`src/rtl/bj_table_ctrl.sv`:
```
// Blackjack table sequencer: N player seats plus a dealer; deals, plays turns, drives the dealer and settles.
// Optional feature macro BJ_DEALER_H17_EN: when defined the dealer also hits on a soft DEALER_STAND.
module bj_table_ctrl #(
  parameter int N_PLAYERS    = 2,
  parameter int DEALER_STAND = 17,
  parameter int MAX_CARDS    = 8
) (
  input  logic                       CLK,
  input  logic                       RST_N,
  input  logic                       EN,
  input  logic                       START,
  input  logic                       HIT,
  input  logic                       STAND,
  input  logic [3:0]                 CARD,
  input  logic                       CARD_RDY,
  output logic                       CARD_USED,
  output logic                       LD_VALID,
  output logic [2:0]                 LD_HAND,
  output logic [2:0]                 LD_POS,
  output logic [3:0]                 LD_CARD,
  output logic [5*(N_PLAYERS+1)-1:0] SCORE,
  output logic [2:0]                 ACTIVE,
  output logic [2*N_PLAYERS-1:0]     RESULT,
  output logic                       DONE,
  output logic [2:0]                 DBG_STATE
);

  localparam int          NH         = N_PLAYERS + 1;
  localparam logic [2:0]  DEALER_IDX = 3'(N_PLAYERS);
  localparam logic [2:0]  LAST_P     = 3'(N_PLAYERS - 1);
  localparam logic [3:0]  MAXC       = 4'(MAX_CARDS);
  localparam logic [4:0]  STAND_SC   = 5'(DEALER_STAND);
  localparam logic [4:0]  BJ21       = 5'd21;

  typedef enum logic [2:0] {
    S_IDLE   = 3'd0,
    S_DEAL   = 3'd1,
    S_PLAY   = 3'd2,
    S_DEALER = 3'd3,
    S_SETTLE = 3'd4,
    S_DONE   = 3'd5
  } state_t;

  state_t state_q, state_d;

  // Per-hand state; entries above the dealer index are never targeted.
  logic [4:0] score_q [8];
  logic [3:0] soft_q  [8];
  logic [3:0] cnt_q   [8];

  logic [2:0]             active_q, active_d;
  logic                   deal_round_q, deal_round_d;
  logic                   hit_pend_q, hit_pend_d;
  logic [2*N_PLAYERS-1:0] result_q, result_d;

  logic       need, take, clear_all;
  logic [4:0] cur_score, dealer_score;
  logic [3:0] cur_soft, cur_cnt, dealer_soft, dealer_cnt;
  logic       all_bust, dealer_hit, card_ace;
  logic [5:0] sum_raw;
  logic [4:0] new_score;
  logic [3:0] new_soft;

  assign cur_score    = score_q[active_q];
  assign cur_soft     = soft_q[active_q];
  assign cur_cnt      = cnt_q[active_q];
  assign dealer_score = score_q[DEALER_IDX];
  assign dealer_soft  = soft_q[DEALER_IDX];
  assign dealer_cnt   = cnt_q[DEALER_IDX];

  // Card handshake: the source holds CARD valid while CARD_RDY=1; a card is
  // consumed only in a cycle where we request one and CARD_RDY=1, and that
  // same cycle pulses CARD_USED and LD_VALID together. No request, no pulse.
  assign take = need & CARD_RDY;

  always_comb begin
    card_ace  = (CARD == 4'd1);
    sum_raw   = {1'b0, cur_score} + (card_ace ? 6'd11 : {2'b00, CARD});
    new_soft  = cur_soft + {3'b000, card_ace};
    new_score = sum_raw[4:0];
    if ((sum_raw > 6'd21) && (new_soft != 4'd0)) begin
      new_score = sum_raw[4:0] - 5'd10;
      new_soft  = new_soft - 4'd1;
    end
  end

  always_comb begin
    all_bust = 1'b1;
    for (int p = 0; p < N_PLAYERS; p++) begin
      if (score_q[p] <= BJ21) all_bust = 1'b0;
    end
  end

`ifdef BJ_DEALER_H17_EN
  assign dealer_hit = ((dealer_score < STAND_SC) ||
                       ((dealer_score == STAND_SC) && (dealer_soft != 4'd0))) &&
                      (dealer_cnt < MAXC);
`else
  assign dealer_hit = (dealer_score < STAND_SC) && (dealer_cnt < MAXC);
`endif

  always_comb begin
    state_d      = state_q;
    active_d     = active_q;
    deal_round_d = deal_round_q;
    hit_pend_d   = hit_pend_q;
    result_d     = result_q;
    need         = 1'b0;
    clear_all    = 1'b0;
    if (EN) begin
      case (state_q)
        S_IDLE, S_DONE: begin
          if (START) begin
            state_d      = S_DEAL;
            clear_all    = 1'b1;
            active_d     = 3'd0;
            deal_round_d = 1'b0;
            hit_pend_d   = 1'b0;
            result_d     = '0;
          end
        end
        S_DEAL: begin
          need = 1'b1;
          if (CARD_RDY) begin
            if (active_q == DEALER_IDX) begin
              active_d = 3'd0;
              if (deal_round_q) state_d = S_PLAY;
              else              deal_round_d = 1'b1;
            end else begin
              active_d = active_q + 3'd1;
            end
          end
        end
        S_PLAY: begin
          // Turn ends on STAND, or automatically at 21, bust or a full hand.
          if (STAND || (cur_score >= BJ21) || (cur_cnt >= MAXC)) begin
            hit_pend_d = 1'b0;
            if (active_q == LAST_P) begin
              state_d  = S_DEALER;
              active_d = DEALER_IDX;
            end else begin
              active_d = active_q + 3'd1;
            end
          end else if (hit_pend_q || HIT) begin
            need       = 1'b1;
            hit_pend_d = ~CARD_RDY;
          end
        end
        S_DEALER: begin
          if (all_bust || !dealer_hit) state_d = S_SETTLE;
          else                         need    = 1'b1;
        end
        S_SETTLE: begin
          for (int p = 0; p < N_PLAYERS; p++) begin
            if (score_q[p] > BJ21)              result_d[2*p +: 2] = 2'b10;
            else if (dealer_score > BJ21)       result_d[2*p +: 2] = 2'b01;
            else if (score_q[p] > dealer_score) result_d[2*p +: 2] = 2'b01;
            else if (score_q[p] < dealer_score) result_d[2*p +: 2] = 2'b10;
            else                                result_d[2*p +: 2] = 2'b11;
          end
          state_d = S_DONE;
        end
        default: state_d = S_IDLE;
      endcase
    end
  end

  always_ff @(posedge CLK or negedge RST_N) begin
    if (!RST_N) begin
      state_q      <= S_IDLE;
      active_q     <= 3'd0;
      deal_round_q <= 1'b0;
      hit_pend_q   <= 1'b0;
      result_q     <= '0;
      for (int i = 0; i < 8; i++) begin
        score_q[i] <= 5'd0;
        soft_q[i]  <= 4'd0;
        cnt_q[i]   <= 4'd0;
      end
    end else if (EN) begin
      state_q      <= state_d;
      active_q     <= active_d;
      deal_round_q <= deal_round_d;
      hit_pend_q   <= hit_pend_d;
      result_q     <= result_d;
      for (int i = 0; i < 8; i++) begin
        if (clear_all) begin
          score_q[i] <= 5'd0;
          soft_q[i]  <= 4'd0;
          cnt_q[i]   <= 4'd0;
        end else if (take && (active_q == 3'(i))) begin
          score_q[i] <= new_score;
          soft_q[i]  <= new_soft;
          cnt_q[i]   <= cnt_q[i] + 4'd1;
        end
      end
    end
  end

  for (genvar g = 0; g < NH; g++) begin : g_score
    assign SCORE[5*g +: 5] = score_q[g];
  end

  assign CARD_USED = take;
  assign LD_VALID  = take;
  assign LD_HAND   = active_q;
  assign LD_POS    = cur_cnt[2:0];
  assign LD_CARD   = CARD;
  assign ACTIVE    = active_q;
  assign RESULT    = result_q;
  assign DONE      = (state_q == S_DONE);
  assign DBG_STATE = state_q;

endmodule
```
`config.mk`:
```
export PLATFORM = sky130hd
export DESIGN_NAME = bj_table_ctrl
export DESIGN_NICKNAME = d
export VERILOG_FILES = /design/src/rtl/bj_table_ctrl.sv
export SDC_FILE = /design/constraint.sdc
export NUM_CORES = 1
export LEC_CHECK = 0
export BUFFER_PORTS_ARGS = -buffer_cell sky130_fd_sc_hd__buf_4
export CAP_MARGIN = 5
export CORE_UTILIZATION = 25
export DETAILED_ROUTE_END_ITERATION = 8
export PLACE_DENSITY = 0.41
export RECOVER_POWER = 50
export SYNTH_ARGS = -nofsm -noshare
export SYNTH_HDL_FRONTEND = slang
export SYNTH_SLANG_ARGS = --single-unit
```
`constraint.sdc`:
```
create_clock -name CLK -period 5.4 [get_ports CLK]
set_clock_uncertainty 0.2 [all_clocks]
set_input_delay 0 -clock CLK [delete_from_list [all_inputs] [get_ports CLK]]
set_output_delay 0 -clock CLK [all_outputs]
set_load 0.01 [all_outputs]
```
==> results.toml <==
[worst_setup_path]
cp-start-kind = "flip-flop"
rrSetupSlack_ps = 1100
path_class = "flip-flop to flip-flop"
r2r-start = "ACTIVE[2]$_DFFE_PN0P_"
crit_fanout = 29
crit_path_top_delay_cell = "dfrtp_2"
path_cells = "buf_4, inv_2, nand2_1, nand2_1, ha_1, ha_1, inv_1, ha_1, nand3_1, nor4b_4, nor4b_4, a21boi_4, nand2_1, xnor2_2, a311oi_1"
critPathCaptureType = "flip-flop"
cp_data_arrival_time_ps = 4360
worstSetupStartpoint = "ACTIVE[2]$_DFFE_PN0P_"
worst-path-buf-inv = 3
critPathTopFamily = "simple AND/OR/NAND/NOR gates"
required_ps = 5460
slowest_delay_ps = 730

[floorplanning]
rows = 62
ios = 49
start_util_pct = 25.4
core_sq_um = 28700
die_w_um = 173
fp.dieH_um = 173
dieArea_sq_um = 29900

[finish]
area_growth_pct = 14.8
multi_input_area_sq_um = 3950
drive_above_1_share_pct = 16.9
fin_area_sq_um = 8370
fin_nets = 790
seq_area_sq_um = 2900
fillCellCount = 3019
final_util_pct = 29.2
antenna_cells = 0

[sta]
hold_viol = 0
fmax_mhz = 233
postLayoutSetupSlackWorst_ps = 1100
maxSlewHeadroom_pct = -65.5
final-max-slew-violation-count = 45
min_period_ps = 4300
tightest_slew_ps = 2480
rsz0062_at_grt = "no"
finalSetupViolCount = 0
post-route-period-util_pct = 79.6
fin_setup_tns_ps = 0

[clock_tree]
cts_tree = "yes"
clock_latency_ps = 420
clk_pin_slew_ps = 50
cts.htree.levels = 4
postCtsSetupBuffers = 0
cts_hold_buf = 3
cts.path.max_buffers = 2
cts_sinks = 116
ctsResizeCount = 0
cts_buffers = 17
root_buffer = "clkbuf_16"

[placement]
dpl_worst_slack_ps = 1080
portBuffers = 48
post-dp-hpwl_mm = 15.2
dpl-instance-area_sq_um = 7890
gp_congestion = 0.809

[power]
power.density_cell_area_nw_per_um2 = 553
p_sw_share_pct = 43.4
leakage_nw = 3.59
p_clk_share_pct = 23.8
cell_internal_pwr_mw = 2.62
p_switching_mw = 2.01
ir_drop_v = 0.000234
p_seq_share_pct = 29.4
comb_power_share_pct = 46.8
power_mw = 4.63

[synthesis]
ys_warn_count = 0
synth_edf_count = 0
synth_top_area_share_pct = 39.8
async_flop_share_pct = 100
synth_nets = 776
yosysSeqAreaShare_pct = 39.8
synth_most_common_cell = "dfrtp_1"
synthTopCellsByCount = "dfrtp_1 (116), nand2_1 (98), mux2i_1 (52)"
synth_seq_cells = 116
avgSynthCellArea_sq_um = 9.96
synth_ff_type = "dfrtp_1"
yosysTopAreaCell = "dfrtp_1"
ys_types = 66
netlist_instances = 732
ys_top_cells_by_area = "dfrtp_1 (40%), mux2i_1 (7.1%), mux4_2 (6.8%)"
synth_area_sq_um = 7290

[status]
violations = "max-capacitance violations, max-slew violations"
status = "finished with violations"

[routing]
drt-initial-drc-count = 350
drt-pass1-iter-count = 5
wl_per_cell_um = 19.4
vias = 5667
wl_mm = 22.2
drc = 0
ant_nets = 0
vias_per_cell = 4.96

[global_routing]
grt_usage_pct = 15.5
grt_max_degree = 74
gr-total-overflow = 0
grt_pass1_wl_mm = 35.6
grt_pass1_vias = 5726
antenna_found_initial = 0

[hold_path]
worstHoldPathType = "input pin to flip-flop"
hp-start = "START"

[job]
maxCapViolations = 1
==> cells by family (layout without fill, tap and decap cells) <==
| group | after synthesis | after routing | share of synthesized area (%) |
|---|---|---|---|
| buffers and inverters | 94 | 121 | 6.45 |
| xor gates and xnor gates | 8 | 8 | 1.06 |
| muxes | 95 | 95 | 17.2 |
| and+or+nand+nor | 224 | 224 | 15.8 |
| adders and majority gates | 33 | 33 | 5.77 |
| DFF | 116 | 116 | 39.8 |
| AOI/OAI and AO/OA | 162 | 162 | 13.9 |
==> area by class of cell <==
cell class	count	area share, %
Clock inverter	10	1.29
Inverter	22	0.986
Sequential cell	116	34.7
Clock buffer	22	5.43
Tap cell	384	5.74
Timing Repair Buffer	67	4.75
Multi-Input combinational cell	522	47.1
==> layer usage <==
metal	vias up	GRT usage [%]	wire [um]
met3	18	3.08	820
li1	2701	-	-
met1	2839	21.3	10600
met5	-	0	0
met2	109	24.8	10500
met4	0	3.80	230
==> power groups by stage <==
stage / Sequential (mW) / Combinational (mW) / Clock [mW]
global route: 1.40 / 2.43 / 1.16
global placement: 1.38 / 2.25 / 0
floorplan: 1.24 / 1.65 / 0
finish: 1.36 / 2.17 / 1.10
CTS: 1.37 / 2.25 / 1.13
detailed placement: 1.38 / 2.23 / 0
==> final timing paths <==
path                                         endpoint  cells past startpoint
min in group asynchronous       cnt_q[27]$_DFFE_PN0P_                      2
max in group asynchronous       ACTIVE[2]$_DFFE_PN0P_                      3
hold / removal               deal_round_q$_DFFE_PN0P_                      4
setup reg to reg           dealer_soft[3]$_DFFE_PN0P_                     15
setup / recovery           dealer_soft[3]$_DFFE_PN0P_                     15
hold reg to reg                  cnt_q[7]$_DFFE_PN0P_                      1
==> worst reg2reg max path, delay by kind of cell, from the launching register on <==
family                   cells  cell delay [ps]
AND/OR/NAND/NOR              6              910
adder cells (fa/ha/maj)      3              830
flip-flops                   1              730
buffers and inverters        3              570
AO/OA/AOI/OAI                2              510
XOR/XNOR                     1              400
==> flip-flops by register name, summed over array words and instances (netlist names) <==
| name | count |
|---|---|
| hit_pend_q | 1 |
| dealer_soft | 4 |
| deal_round_q | 1 |
| dealer_cnt | 4 |
| dealer_score | 5 |
| DBG_STATE | 3 |
| cnt_q | 28 |
| score_q | 25 |
| ACTIVE | 3 |
| RESULT | 4 |
| soft_q | 28 |
| SCORE | 10 |
==> cells in the final DEF, fill, tap and decap left out, types with 3 or more instances in the layout <==
master,synthesis,final
or3_1,8,8
nor2_1,22,22
dlygate4sd3_1,0,3
a211oi_1,5,5
inv_2,3,3
inv_1,19,18
a21oi_1,44,44
nor2b_1,5,5
nor3_1,7,7
nor3_2,3,3
a31oi_1,11,11
nand2b_1,6,6
a21o_1,7,7
a31o_2,4,4
mux2i_1,52,52
and2_1,3,3
clkbuf_1,32,34
mux4_2,22,22
xnor2_1,5,5
clkbuf_16,0,17
ha_1,32,32
o31ai_1,12,12
nor4_1,4,3
a311oi_1,4,4
mux2_2,19,19
nand4_1,11,11
o211ai_1,11,11
nand2_1,98,98
dfrtp_1,116,115
clkinvlp_4,0,3
buf_4,26,34
o21ai_0,44,44
nand3_1,30,30
clkinv_2,0,5
o21bai_1,3,3
or4_1,8,7
nor3b_1,4,4
==> metrics by stage <==
| step | hold WS, ps | cells |
|---|---|---|
| after CTS | 16.8 | 1143 |
| after floorplan | -496 | 732 |
| after detailed placement | 16.9 | 1108 |
| after global placement | 14.1 | 1108 |
| after global routing | 55.7 | 1143 |
| final | 36.8 | 1143 |
(Power assumes the default switching activity.)
